**src/rtl/regfile_sequencer_pkg.sv**
```systemverilog
// ---------------------------------------------------------------------------
// regfile_sequencer_pkg
// Shared definitions for the register-file sequencer:
//   - FunSel codes understood by the register file (FS_*)
//   - command opcodes (OP_*)
//   - FSM state type and state constants (ST_*)
//   - SCR_IDX, the scratch register S4 that SWAP uses as a temporary
//   - small helpers that classify a command by opcode/source/destination
// No ports; imported by the interface users and the sub-module.
// ---------------------------------------------------------------------------
package regfile_sequencer_pkg;

   localparam logic [2:0] FS_DEC  = 3'b000;
   localparam logic [2:0] FS_INC  = 3'b001;
   localparam logic [2:0] FS_LOAD = 3'b010;
   localparam logic [2:0] FS_CLR  = 3'b011;

   localparam logic [2:0] OP_NOP     = 3'b000;
   localparam logic [2:0] OP_LOAD    = 3'b001;
   localparam logic [2:0] OP_CLEAR   = 3'b010;
   localparam logic [2:0] OP_INC     = 3'b011;
   localparam logic [2:0] OP_DEC     = 3'b100;
   localparam logic [2:0] OP_MOVE    = 3'b101;
   localparam logic [2:0] OP_SWAP    = 3'b110;
   localparam logic [2:0] OP_ILLEGAL = 3'b111;

   // S4 is the swap temporary, so a SWAP touching it would corrupt itself
   localparam logic [2:0] SCR_IDX = 3'd7;

   typedef logic [2:0] state_t;

   localparam state_t ST_IDLE = 3'd0;
   localparam state_t ST_EXEC = 3'd1;
   localparam state_t ST_SW1  = 3'd2;
   localparam state_t ST_SW2  = 3'd3;
   localparam state_t ST_SW3  = 3'd4;

   // Ops that write exactly one register in the single EXEC cycle
   function automatic logic is_write_op(input logic [2:0] op);
      return (op == OP_LOAD) || (op == OP_CLEAR) || (op == OP_INC) ||
             (op == OP_DEC)  || (op == OP_MOVE);
   endfunction

   // Commands answered with err instead of done
   function automatic logic is_rejected(input logic [2:0] op,
                                        input logic [2:0] src,
                                        input logic [2:0] dst);
      return (op == OP_ILLEGAL) ||
             ((op == OP_SWAP) && ((src == SCR_IDX) || (dst == SCR_IDX)));
   endfunction

   // A SWAP that really moves data; src==dst degenerates to a NOP
   function automatic logic is_real_swap(input logic [2:0] op,
                                         input logic [2:0] src,
                                         input logic [2:0] dst);
      return (op == OP_SWAP) && !is_rejected(op, src, dst) && (src != dst);
   endfunction

endpackage

```
**src/rtl/regfile_sequencer_if.sv**
```systemverilog
// ---------------------------------------------------------------------------
// regfile_sequencer_if
// Bundles the command handshake and the register-file control bus.
//   command side : cmd_valid, cmd_ready, cmd_op, cmd_dst, cmd_src, cmd_data
//   read port    : rd_sel (forwarded to OutBSel)
//   regfile side : rf_OutA (data in), FunSel, RegSel, ScrSel, OutASel,
//                  OutBSel, rf_I (controls out)
//   status       : done, err
// slave  : the sequencer
// master : the environment (command source plus register file)
// ---------------------------------------------------------------------------
interface regfile_sequencer_if #(parameter int DATA_W = 32);

   logic              cmd_valid;
   logic              cmd_ready;
   logic [2:0]        cmd_op;
   logic [2:0]        cmd_dst;
   logic [2:0]        cmd_src;
   logic [DATA_W-1:0] cmd_data;
   logic [2:0]        rd_sel;
   logic [DATA_W-1:0] rf_OutA;
   logic [2:0]        FunSel;
   logic [3:0]        RegSel;
   logic [3:0]        ScrSel;
   logic [2:0]        OutASel;
   logic [2:0]        OutBSel;
   logic [DATA_W-1:0] rf_I;
   logic              done;
   logic              err;

   modport slave (
      input  cmd_valid, cmd_op, cmd_dst, cmd_src, cmd_data, rd_sel, rf_OutA,
      output cmd_ready, FunSel, RegSel, ScrSel, OutASel, OutBSel, rf_I,
             done, err
   );

   modport master (
      output cmd_valid, cmd_op, cmd_dst, cmd_src, cmd_data, rd_sel, rf_OutA,
      input  cmd_ready, FunSel, RegSel, ScrSel, OutASel, OutBSel, rf_I,
             done, err
   );

endinterface

```
**src/rtl/regfile_sequencer_regsel_decode.sv**
```systemverilog
// ---------------------------------------------------------------------------
// regsel_decode
// Turns a 3-bit register index plus a write strobe into the one-hot
// write-enable vector {ScrSel, RegSel}.
//   i_idx : 0-3 -> R1-R4 (RegSel[0..3]), 4-7 -> S1-S4 (ScrSel[0..3])
//   i_we  : write strobe; when low every enable is low
//   o_sel : {ScrSel, RegSel}
// ---------------------------------------------------------------------------
module regsel_decode
   import regfile_sequencer_pkg::*;
(
   input  logic [2:0] i_idx,
   input  logic       i_we,
   output logic [7:0] o_sel
);

   // The index maps straight onto bit position of {ScrSel, RegSel}
   always_comb begin
      o_sel = 8'b0;
      if (i_we) begin
         o_sel = 8'b1 << i_idx;
      end
   end

endmodule

```
**src/rtl/regfile_sequencer.sv**
```systemverilog
// ---------------------------------------------------------------------------
// regfile_sequencer
// Accepts one command at a time and drives the register-file controls to
// execute it: single-cycle LOAD/CLEAR/INC/DEC/MOVE, a three-step SWAP through
// scratch register S4, and err for rejected commands.
//   clk   : rising-edge clock
//   rst_n : asynchronous active-low reset
//   bus   : regfile_sequencer_if.slave (command handshake + regfile bus)
// Every control output is decoded from the registered state and latched
// command fields, so cmd_* never reaches the register file combinationally.
// ---------------------------------------------------------------------------
module regfile_sequencer
   import regfile_sequencer_pkg::*;
#(
   parameter int DATA_W = 32
)
(
   input  logic               clk,
   input  logic               rst_n,
   regfile_sequencer_if.slave bus
);

   state_t            r_state;
   state_t            w_next_state;
   logic [2:0]        r_op;
   logic [2:0]        r_dst;
   logic [2:0]        r_src;
   logic [DATA_W-1:0] r_data;

   logic              w_accept;
   logic              w_we;
   logic [2:0]        w_idx;
   logic [7:0]        w_sel;
   logic [2:0]        w_funsel;
   logic [2:0]        w_outasel;
   logic [DATA_W-1:0] w_rf_i;
   logic              w_done;
   logic              w_err;

   assign w_accept = (r_state == ST_IDLE) && bus.cmd_valid;

   // Next-state logic; only IDLE looks at the incoming command
   always_comb begin
      w_next_state = r_state;
      case (r_state)
         ST_IDLE: begin
            if (bus.cmd_valid) begin
               w_next_state = is_real_swap(bus.cmd_op, bus.cmd_src, bus.cmd_dst)
                              ? ST_SW1 : ST_EXEC;
            end
         end
         ST_EXEC: w_next_state = ST_IDLE;
         ST_SW1:  w_next_state = ST_SW2;
         ST_SW2:  w_next_state = ST_SW3;
         ST_SW3:  w_next_state = ST_IDLE;
         default: w_next_state = ST_IDLE;
      endcase
   end

   // State register; reset aborts a SWAP wherever it is
   always_ff @(posedge clk or negedge rst_n) begin
      if (!rst_n) begin
         r_state <= ST_IDLE;
      end else begin
         r_state <= w_next_state;
      end
   end

   // Command fields are captured only on an accepted handshake
   always_ff @(posedge clk or negedge rst_n) begin
      if (!rst_n) begin
         r_op   <= OP_NOP;
         r_dst  <= 3'd0;
         r_src  <= 3'd0;
         r_data <= '0;
      end else if (w_accept) begin
         r_op   <= bus.cmd_op;
         r_dst  <= bus.cmd_dst;
         r_src  <= bus.cmd_src;
         r_data <= bus.cmd_data;
      end
   end

   // Output decode. SWAP steps: S4<=dst, dst<=src, src<=S4, each a LOAD of
   // port A, so OutASel picks the source of the step and rf_I echoes it.
   always_comb begin
      w_we      = 1'b0;
      w_idx     = 3'd0;
      w_funsel  = FS_LOAD;
      w_outasel = 3'd0;
      w_rf_i    = '0;
      w_done    = 1'b0;
      w_err     = 1'b0;
      case (r_state)
         ST_EXEC: begin
            if (is_rejected(r_op, r_src, r_dst)) begin
               w_err = 1'b1;
            end else begin
               w_done = 1'b1;
            end
            if (is_write_op(r_op)) begin
               w_we  = 1'b1;
               w_idx = r_dst;
               case (r_op)
                  OP_CLEAR: w_funsel = FS_CLR;
                  OP_INC:   w_funsel = FS_INC;
                  OP_DEC:   w_funsel = FS_DEC;
                  default:  w_funsel = FS_LOAD;
               endcase
               if (r_op == OP_LOAD) begin
                  w_rf_i = r_data;
               end
               if (r_op == OP_MOVE) begin
                  w_outasel = r_src;
                  w_rf_i    = bus.rf_OutA;
               end
            end
         end
         ST_SW1: begin
            w_we      = 1'b1;
            w_idx     = SCR_IDX;
            w_outasel = r_dst;
            w_rf_i    = bus.rf_OutA;
         end
         ST_SW2: begin
            w_we      = 1'b1;
            w_idx     = r_dst;
            w_outasel = r_src;
            w_rf_i    = bus.rf_OutA;
         end
         ST_SW3: begin
            w_we      = 1'b1;
            w_idx     = r_src;
            w_outasel = SCR_IDX;
            w_rf_i    = bus.rf_OutA;
            w_done    = 1'b1;
         end
         default: begin
            w_we = 1'b0;
         end
      endcase
   end

   regsel_decode u_regsel_decode (
      .i_idx (w_idx),
      .i_we  (w_we),
      .o_sel (w_sel)
   );

   assign bus.cmd_ready = (r_state == ST_IDLE);
   assign bus.RegSel    = w_sel[3:0];
   assign bus.ScrSel    = w_sel[7:4];
   assign bus.FunSel    = w_funsel;
   assign bus.OutASel   = w_outasel;
   assign bus.OutBSel   = bus.rd_sel;
   assign bus.rf_I      = w_rf_i;
   assign bus.done      = w_done;
   assign bus.err       = w_err;

endmodule

```
**src/flat_wrapper.sv**
```systemverilog
// flat-port wrapper written by rule: the top's interface ports become plain ports
module regfile_sequencer_flat import regfile_sequencer_pkg::*;
#(
   parameter int DATA_W = 32
)
  (clk, rst_n, bus_cmd_valid, bus_cmd_op, bus_cmd_dst, bus_cmd_src, bus_cmd_data, bus_rd_sel, bus_rf_OutA, bus_cmd_ready, bus_FunSel, bus_RegSel, bus_ScrSel, bus_OutASel, bus_OutBSel, bus_rf_I, bus_done, bus_err);
  regfile_sequencer_if #(.DATA_W(DATA_W)) bus_i ();
  input  logic clk;
  input  logic rst_n;
  input wire logic [$bits(bus_i.cmd_valid)-1:0] bus_cmd_valid;
  input wire logic [$bits(bus_i.cmd_op)-1:0] bus_cmd_op;
  input wire logic [$bits(bus_i.cmd_dst)-1:0] bus_cmd_dst;
  input wire logic [$bits(bus_i.cmd_src)-1:0] bus_cmd_src;
  input wire logic [$bits(bus_i.cmd_data)-1:0] bus_cmd_data;
  input wire logic [$bits(bus_i.rd_sel)-1:0] bus_rd_sel;
  input wire logic [$bits(bus_i.rf_OutA)-1:0] bus_rf_OutA;
  output wire logic [$bits(bus_i.cmd_ready)-1:0] bus_cmd_ready;
  output wire logic [$bits(bus_i.FunSel)-1:0] bus_FunSel;
  output wire logic [$bits(bus_i.RegSel)-1:0] bus_RegSel;
  output wire logic [$bits(bus_i.ScrSel)-1:0] bus_ScrSel;
  output wire logic [$bits(bus_i.OutASel)-1:0] bus_OutASel;
  output wire logic [$bits(bus_i.OutBSel)-1:0] bus_OutBSel;
  output wire logic [$bits(bus_i.rf_I)-1:0] bus_rf_I;
  output wire logic [$bits(bus_i.done)-1:0] bus_done;
  output wire logic [$bits(bus_i.err)-1:0] bus_err;
  assign bus_i.cmd_valid = bus_cmd_valid;
  assign bus_i.cmd_op = bus_cmd_op;
  assign bus_i.cmd_dst = bus_cmd_dst;
  assign bus_i.cmd_src = bus_cmd_src;
  assign bus_i.cmd_data = bus_cmd_data;
  assign bus_i.rd_sel = bus_rd_sel;
  assign bus_i.rf_OutA = bus_rf_OutA;
  assign bus_cmd_ready = bus_i.cmd_ready;
  assign bus_FunSel = bus_i.FunSel;
  assign bus_RegSel = bus_i.RegSel;
  assign bus_ScrSel = bus_i.ScrSel;
  assign bus_OutASel = bus_i.OutASel;
  assign bus_OutBSel = bus_i.OutBSel;
  assign bus_rf_I = bus_i.rf_I;
  assign bus_done = bus_i.done;
  assign bus_err = bus_i.err;
  regfile_sequencer #(.DATA_W(DATA_W)) u_core (.clk(clk), .rst_n(rst_n), .bus(bus_i));
endmodule
```
**config.mk**
```make
export PLATFORM = sky130hd
export DESIGN_NAME = regfile_sequencer_flat
export DESIGN_NICKNAME = d
export VERILOG_FILES = /design/src/rtl/regfile_sequencer_pkg.sv /design/src/rtl/regfile_sequencer_if.sv /design/src/rtl/regfile_sequencer_regsel_decode.sv /design/src/rtl/regfile_sequencer.sv /design/src/flat_wrapper.sv
export SDC_FILE = /design/constraint.sdc
export NUM_CORES = 1
export LEC_CHECK = 0
export BUFFER_PORTS_ARGS = -buffer_cell sky130_fd_sc_hd__clkbuf_2
export CAP_MARGIN = 5
export CORE_ASPECT_RATIO = 0.5
export CORE_UTILIZATION = 35
export DETAILED_ROUTE_END_ITERATION = 8
export GPL_ROUTABILITY_DRIVEN = 0
export PLACE_DENSITY_LB_ADDON = 0.25
export SETUP_SLACK_MARGIN = 0.15
export SLEW_MARGIN = 5
export SYNTH_ARGS = -nofsm -noshare
export SYNTH_HDL_FRONTEND = slang
export SYNTH_HIERARCHICAL = 1
export SYNTH_SLANG_ARGS = --single-unit
```
**constraint.sdc**
```tcl
create_clock -name clk -period 2.08 [get_ports clk]
set_input_delay 0 -clock clk [delete_from_list [all_inputs] [get_ports clk]]
set_output_delay 0 -clock clk [all_outputs]
set_load 0.01 [all_outputs]
```
== Word-level counts from Yosys, hierarchy flattened ==
Index checks and enable logic that the tools add are counted.
Storage, ports and cells
  register bits: 44
  input port bits: 79
  output and inout bits: 52
  logic and storage cells: 63
Operators by class
  eq/ne operators: 19
  shift-type cells: 1
  mux-type cells: 22
  reduce and logical (&&, ||, !) cells: 16
Operators with widths (count)
  2-to-1 mux 32 bit: 3
  one-hot mux 32 bit (2 select lines): 1
  equality test 3 bit (second input constant): 11
  one-hot mux 3 bit (4 select lines): 2
  2-to-1 mux 3 bit: 6
  equality test 3 x 2 -> 1 bit (second input constant): 4
  one-hot mux 3 bit (3 select lines): 1
  logical OR 1 bit: 8
  2-to-1 mux 8 bit: 1
  << shifter 1 x 3 -> 8 bit (first input constant): 1
  equality test 3 x 1 -> 1 bit (second input constant): 2
  one-hot mux 2 bit (3 select lines): 1
  logical AND 1 bit: 5
  2-to-1 mux 1 bit: 4
  one-hot mux 1 bit (2 select lines): 2
  logical NOT 3 bit: 1
  != test 3 bit: 1
  OR reduction 3 bit: 1
  2-to-1 mux 2 bit: 1
  != test 2 bit (second input constant): 1
  logical NOT 1 bit: 1

== Logic depth before layout (Yosys ltp) ==
Gate-level depths: netlist of run 1.
  word-level depth: 10
  gate-level depth with buffers: 7
  depth with buffers taken out: 5

== Modules after synthesis ==
Netlist of run 1, hierarchy kept.
Modules (own cells, without submodules)
  regfile_sequencer: instances 1, cells each 206, area an instance 2402.3 µm², sequential area each 1101.1 µm²
  regsel_decode: instances 1, cells each 8, area an instance 95.1 µm², sequential area each 0.0 µm²

== Least setup slack after synthesis of run 1 ==
Ideal clock, no wire load.
  path kind: reg2out
  from: register u_core.r_state[1]
  to: output port bus_ScrSel[3]
  arrival time: 1904 ps
  required time: 2080 ps
  slack: 176 ps
  cell stages (with the launch flop): 7
  buffers on the path: 1
  path through: dfrtp_1 buf_6 or3b_4 nor3b_1 inv_1 o21ai_0 and4_2
Between the ends
  cells in the longest elaborated chain, start to end: 4
  elaborated cells on any way between the ends: 9
  those cells by class: eq/ne: 4; shift: 1; mux: 3; reduce/logical: 1
RTL lines
  start, declared: RTL line regfile_sequencer.sv:23  | state_t r_state;
  start signal, assigned: RTL line regfile_sequencer.sv:65  | r_state <= w_next_state;
  equality test 3 bit, or another cell as far along: RTL line regfile_sequencer.sv:94  | case (r_state)
  one-hot mux 3 bit (4 select lines) *: RTL line regfile_sequencer.sv:94
  named net u_core.w_idx[2]: RTL line regfile_sequencer.sv:32  | logic [2:0] w_idx;
  << shifter 1 x 3 -> 8 bit *: RTL line regfile_sequencer_regsel_decode.sv:21  | o_sel = 8'b1 << i_idx;
  2-to-1 mux 8 bit *: RTL line regfile_sequencer_regsel_decode.sv:20  | if (i_we) begin
  end, declared: RTL line flat_wrapper.sv:20  | output wire logic [$bits(bus_i.ScrSel)-1:0] bus_ScrSel;
The timed path passes the listed nets; every way through them passes the cells marked *.

== Worst setup path after layout of run 1 ==
  from: register u_core.r_state[2]
  to: output port bus_ScrSel[2]
Same word-level chain as after synthesis.

==> results of run 1 <==
## cell usage in the layout, fill, tap and decap left out, drive strengths merged, types with 2 or more instances in the layout
master	count
and2	2
and4b	4
mux2i	3
xor2	3
mux2	38
a21oi	10
buf	56
dlygate4sd3	40
o21ai	12
nor2	9
nand2	8
nand3	3
clkbuf	91
inv	8
dfrtp	44
nor3	5
nor4b	2
nor3b	2
a22o	32
and4bb	3
## critical path: cells and delay by family (launching register included)
| family | cells | cell delay, ns |
|---|---|---|
| buffers and inverters | 3 | 0.36 |
| DFF | 1 | 0.38 |
| AOI/OAI and AO/OA | 1 | 0.12 |
| and+or+nand+nor | 3 | 0.86 |
## registers in the layout, indices dropped and copies added (netlist names)
| name | flops |
|---|---|
| u_core/r_data | 32 |
| u_core/r_dst | 3 |
| u_core/r_op | 3 |
| u_core/r_src | 3 |
| u_core/r_state | 3 |
## how the worst max path moves through the flow
stage / start / end / slack (ns)
CTS: u_core/r_state[2] / bus_ScrSel[2] / 0.08
global route: u_core/r_state[2] / bus_ScrSel[2] / -0.02
detailed placement: u_core/r_state[1] / bus_ScrSel[2] / 0.30
finish: u_core/r_state[2] / bus_ScrSel[2] / 0.06
global placement: u_core/r_state[1] / bus_RegSel[1] / 0.34
floorplan: u_core/r_state[1] / bus_ScrSel[3] / 0.18
## metrics by stage
stage	TNS [ns]	util, %	total power [W]
2_1_floorplan	0	-	0.00163
3_3_place_gp	0	47.2	0.00188
3_5_place_dp	0	47.2	0.00190
4_1_cts	0	55.4	0.00277
5_1_grt	-0.0225	63.8	0.00314
6_report	0	63.8	0.00298
## timing repair
action	CTS	global route
hold endpoints to repair	83	0
gates resized for setup	5	115
buffers inserted	0	6
setup endpoints to repair	40	40
gates cloned	0	3
hold buffers	40	0
pin swaps	3	12
## cells in the mapped netlist, types with 2 or more instances
cell	count
sky130_fd_sc_hd__nand3_1	3
sky130_fd_sc_hd__nor3b_1	2
sky130_fd_sc_hd__and4b_2	2
sky130_fd_sc_hd__and2_1	2
sky130_fd_sc_hd__buf_6	4
sky130_fd_sc_hd__o21ai_0	11
sky130_fd_sc_hd__and4bb_1	2
sky130_fd_sc_hd__buf_4	9
sky130_fd_sc_hd__buf_2	4
sky130_fd_sc_hd__a22o_1	6
sky130_fd_sc_hd__a22o_2	26
sky130_fd_sc_hd__a21oi_1	10
sky130_fd_sc_hd__mux2i_1	3
sky130_fd_sc_hd__mux2_2	38
sky130_fd_sc_hd__nand2_1	8
sky130_fd_sc_hd__and4b_1	2
sky130_fd_sc_hd__xor2_1	3
sky130_fd_sc_hd__nor2_1	9
sky130_fd_sc_hd__inv_1	6
sky130_fd_sc_hd__nor3_1	5
sky130_fd_sc_hd__dfrtp_1	44
## area by class of cell
class | instances | area [um^2]
flip-flops and latches | 44 | 1100
clock inverters | 3 | 26.3
fillers | 556 | 2460
clock buffers | 5 | 125
repair buffers | 182 | 1440
well taps | 92 | 115
multi-input cells | 146 | 1490
inverters | 6 | 22.5
## per-layer routing
layer  up-vias  wire length, um  GRT usage (%)
met5         -                0              0
met4         0               57           4.76
met3         6              325           3.56
met2        59             3830           30.1
met1      1166             3170           19.4
li1       1140                -              -
## power groups by stage
| stage | registers (W) | clock network (W) | logic, W |
|---|---|---|---|
| global route | 0.00121 | 0.000846 | 0.00109 |
| finish | 0.00118 | 0.000790 | 0.00101 |
| global placement | 0.00117 | 0 | 0.000713 |
| floorplan | 0.00113 | 0 | 0.000498 |
| CTS | 0.00116 | 0.000810 | 0.000799 |
| detailed placement | 0.00117 | 0 | 0.000732 |
## kinds of logic (layout without fill, tap and decap cells)
kind of cell    count (synthesis)  after routing  synth area share [%]
compound gates                 59             59                  18.5
flops                          44             44                  44.1
simple gates                   42             42                  11.5
mux                            41             41                  18.3
buf+inv                        24            196                  6.36
xor+xnor                        3              3                  1.05
other cells                     1              1                 0.150
==> results.json, run 1 <==
{
  "netSwitchingFraction_pct": 30.2,
  "worstPathRequired_ns": 2.08,
  "grtUsageTotal_pct": 16.2,
  "internal-power_w": 0.00208,
  "layout_setup_ws_ns": 0.0624,
  "finish.net_count": 464,
  "synthArstFlopShare_pct": 100,
  "die_area_um2": 7500,
  "number_of_flops_mapped_to_enable_cells_by_yosys": 0,
  "first_iter_violations": 105,
  "worstPathCellList": "or3b_4 > nor3b_2 > inv_2 > o21ai_1 > buf_4 > and4b_2 > clkbuf_2",
  "viasPerCell": 4.96,
  "arrival_time_reported_for_the_critical_path_endpoint_ns": 2.02,
  "timing.hold.worst_endpoint": "bus_OutBSel[0]",
  "synth_top_flop_cell": "sky130_fd_sc_hd__dfrtp_1",
  "cts-root-to-sink-buffers": 2,
  "slew_viol_final": 0,
  "fin_crit_sh_pct": 97.0,
  "rrSetupSlack_ns": 0.37,
  "crit_path_end_kind": "output pin",
  "max_cap_viol_count": 0,
  "cts_max_level": 2,
  "reg2regPathDepth": 5,
  "worst_setup_path_start_kind": "flip-flop",
  "drc": 0,
  "crit_path_top_delay_cell": "sky130_fd_sc_hd__or3b_4",
  "drtAntennaViolNets": 0,
  "finalSetupViolations": 0,
  "numClockSinks": 44,
  "p_leak_nw": 2.10,
  "core_area_um2": 6780,
  "worst_hold_check_slack_ns": 0.00000444,
  "worst-setup-path-type": "reg2out",
  "routed_wl_um": 7380,
  "synth.avg_cell_area_um2": 11.7,
  "clkPwrFrac_pct": 26.5,
  "chipWidth_um": 121,
  "clk_pin_slew_ns": 0.07,
  "reg2reg_to": "u_core/r_data[0]",
  "pin_count": 131,
  "layout-drive-gt1-share_pct": 60.9,
  "ranking_of_synthesized_cells_by_area": "sky130_fd_sc_hd__dfrtp_1 (44%), sky130_fd_sc_hd__mux2_2 (17%), sky130_fd_sc_hd__a22o_2 (10%)",
  "part_of_the_power_in_registers_pct": 39.6,
  "clockRootBuffer": "sky130_fd_sc_hd__clkbuf_16",
  "finClkSkew_ns": 0.00727,
  "cellPowerDensity_nw_per_um2": 690,
  "antenna_cells_inserted": 0,
  "routed_wire_length_per_instance_um": 15.4,
  "cell_count_post_placement": 421,
  "syn_area_um2": 2500,
  "post-route-cell-area_um2": 4320,
  "cts_tree": "done",
  "vias": 2371,
  "synth_sequential_area_ratio_pct": 44.1,
  "synth_warnings": 6,
  "syn_inst_count": 214,
  "r2r-start": "u_core/r_state[1]",
  "drt_pass1_iterations": 4,
  "hold_start": "bus_rd_sel[0]",
  "final_count_of_hold_timing_violations": 0,
  "combinationalPowerShare_pct": 33.9,
  "power.ir.vdd_worst_mv": 0.404,
  "p_switching_w": 0.000900,
  "hold-path-cell-count": 0,
  "timing.hold.worst.class": "in2out",
  "rsz0062_at_grt": "true",
  "synth.ff_latch_count": 44,
  "antenna_found_initial": 0,
  "worst_pin_slew_ns": 0.550,
  "min_period_ns": 2.02,
  "placed_area_um2": 3200,
  "syn_nets": 293,
  "die_height_um": 61.7,
  "outcome": "complete, no violations",
  "detailedPlace.worstSlack_ns": 0.301,
  "worstSkewPairLatency_ns": 0.28,
  "syn2layout_area_growth_pct": 73.0,
  "largest_area_contributor_in_the_netlist": "sky130_fd_sc_hd__dfrtp_1",
  "slew_headroom_pct": 63.3,
  "fmax_mhz": 496,
  "vias_in_the_first_global_route": 2173,
  "synth_top_cell_area_share_pct": 44.1,
  "numPortBuffers": 123,
  "cp_slowest_stage_delay_ns": 0.44,
  "grt_start_max_net_pins": 45,
  "post-dp-hpwl_um": 4330,
  "starting_density_of_the_core_pct": 36.8,
  "cts-buffers-inserted": 5,
  "synth_cell_type_count": 36,
  "final_cell_count_without_fillers": 478,
  "fp_rows": 21,
  "grt_overflow": 0,
  "wire_length_of_the_first_global_routing_pass_um": 9510,
  "path_max_fanout": 8
}
No activity file was read; power rests on OpenSTA's default activity.
==> run 2, diff against run 1 <==
--- a/config.mk
+++ b/config.mk
@@ -11,7 +11,7 @@
 export CORE_UTILIZATION = 35
 export DETAILED_ROUTE_END_ITERATION = 8
 export GPL_ROUTABILITY_DRIVEN = 0
-export PLACE_DENSITY_LB_ADDON = 0.25
+export PLACE_DENSITY = 0.69
 export SETUP_SLACK_MARGIN = 0.15
 export SLEW_MARGIN = 5
 export SYNTH_ARGS = -nofsm -noshare
==> run 2 against run 1 <==
Compared with the run above: clock power about the same; sequential cell count unchanged; global-route usage up 2.0 points; critical path type unchanged; critical endpoint is now bus_RegSel[1]; register-to-register slack worse by 0.11 ns.
==> results.json, run 2 (same netlist as run 1, synthesis figures left out) <==
{
  "min_period_ns": 2.01,
  "cts_max_level": 2,
  "worst-setup-path-type": "reg2out",
  "numPortBuffers": 123,
  "hold_start": "bus_rd_sel[0]",
  "fp_rows": 21,
  "rrSetupSlack_ns": 0.26,
  "finClkSkew_ns": 0.00533,
  "layout-drive-gt1-share_pct": 61.3,
  "outcome": "complete, no violations",
  "drtAntennaViolNets": 0,
  "die_area_um2": 7500,
  "cellPowerDensity_nw_per_um2": 702,
  "dr.max_layer_used": "met4",
  "post-dp-hpwl_um": 4570,
  "rsz0062_at_grt": "true",
  "final_cell_count_without_fillers": 477,
  "cts_tree": "done",
  "crit_start": "u_core/r_state[1]",
  "grt_start_max_net_pins": 45,
  "registers.top_by_ff_count": "u_core/r_data",
  "mostFrequentLayoutCell": "sky130_fd_sc_hd__clkbuf_2",
  "vias_in_the_first_global_route": 2208,
  "reg2regPathDepth": 6,
  "starting_density_of_the_core_pct": 36.8,
  "drc": 0,
  "power.ir.vdd_worst_mv": 0.427,
  "cts-buffers-inserted": 5,
  "clockRootBuffer": "sky130_fd_sc_hd__clkbuf_16",
  "wire_length_of_the_first_global_routing_pass_um": 10400,
  "fmax_mhz": 497,
  "chipWidth_um": 121,
  "hold-path-cell-count": 0,
  "worstSkewPairLatency_ns": 0.28,
  "numClockSinks": 44,
  "final_count_of_hold_timing_violations": 0,
  "p_leak_nw": 2.09,
  "slew_viol_final": 0,
  "routed_wl_um": 8220,
  "cell_count_post_placement": 422,
  "viasPerCell": 5.07,
  "timing.hold.worst.class": "in2out",
  "grt_overflow": 0,
  "syn2layout_area_growth_pct": 72.1,
  "vias": 2419,
  "crit_path_end_kind": "output pin",
  "worstPathRequired_ns": 2.08,
  "die_height_um": 61.7,
  "antenna_cells_inserted": 0,
  "finalSetupViolations": 0,
  "finish.net_count": 463,
  "grtUsageTotal_pct": 18.2,
  "cts-root-to-sink-buffers": 2,
  "arrival_time_reported_for_the_critical_path_endpoint_ns": 2.01,
  "fin_crit_sh_pct": 96.7,
  "path_max_fanout": 8,
  "setup_tns_ns": 0,
  "clk_pin_slew_ns": 0.06,
  "core_area_um2": 6780,
  "worst_setup_path_start_kind": "flip-flop",
  "routed_wire_length_per_instance_um": 17.2,
  "wl_met1_um": 3220,
  "wl_met2_um": 4630,
  "r2r-start": "u_core/r_state[0]",
  "largest_register_ff_count": 32,
  "top_library_cells_by_usage_in_the_layout_fill_and_taps_aside": "sky130_fd_sc_hd__clkbuf_2 (88), sky130_fd_sc_hd__dfrtp_1 (41), sky130_fd_sc_hd__dlygate4sd3_1 (39)",
  "routed-wl-met3_um": 287,
  "antenna_found_initial": 0,
  "pin_count": 131,
  "first_iter_violations": 87,
  "max_cap_viol_count": 0,
  "drt_pass1_iterations": 6
}
## run 2: layer usage
layer	vias up	global-route usage [%]
li1	1139	-
met1	1202	20.9
met2	70	34.6
met3	8	3.56
met4	0	7.94
met5	-	0
## run 2: worst max-delay path, cell delays in order, from the launching register on
cell	delay [ns]
sky130_fd_sc_hd__dfrtp_1	0.37
sky130_fd_sc_hd__or3b_4	0.44
sky130_fd_sc_hd__nor3b_2	0.21
sky130_fd_sc_hd__inv_2	0.09
sky130_fd_sc_hd__o21ai_2	0.14
sky130_fd_sc_hd__buf_6	0.13
sky130_fd_sc_hd__and4bb_2	0.23
sky130_fd_sc_hd__clkbuf_2	0.12
## run 2: worst paths after layout
kind	to
worst min-delay path	bus_OutBSel[0]
min in group asynchronous	u_core/r_data[27]
worst max-delay path	bus_RegSel[1]
worst max register to register	u_core/r_op[2]
worst min register to register	u_core/r_data[15]
max in group asynchronous	u_core/r_op[1]
## run 2: cell type report
type,instances,area [um^2]
clock buffers,6,139
well taps,92,115
multi-input cells,146,1470
repair buffers,181,1440
flip-flops and latches,44,1100
inverters,6,22.5
clock inverters,2,10.0
fillers,506,2480
## run 2: through the flow
stage | utilization, % | setup WS, ns | total power [W] | hold WS (ns) | area (um^2)
after floorplan | - | 0.176 | 0.00163 | -0.296 | 2500
after global placement | 47.3 | 0.344 | 0.00188 | -0.0853 | 3200
after detailed placement | 47.3 | 0.311 | 0.00191 | -0.0833 | 3200
after CTS | 55.4 | 0.0773 | 0.00276 | 0.0000686 | 3760
after global routing | 63.4 | 0.00521 | 0.00319 | 0.0000239 | 4300
final | 63.4 | 0.0681 | 0.00302 | 0.00000444 | 4300
## run 2: power breakdown
group          switching, W  internal (W)  leakage [nW]  total (W)
registers          0.000159       0.00103         0.518    0.00119
logic              0.000432      0.000607          1.50    0.00104
clock network      0.000318      0.000473        0.0766   0.000791
## run 2: what timing repair did
item	in CTS	in global routing
gates cloned	0	3
endpoints found under the hold margin	82	0
hold buffers	39	0
buffers inserted	0	5
gates resized for setup	6	108
setup endpoints to repair	40	40
pin swaps	3	36
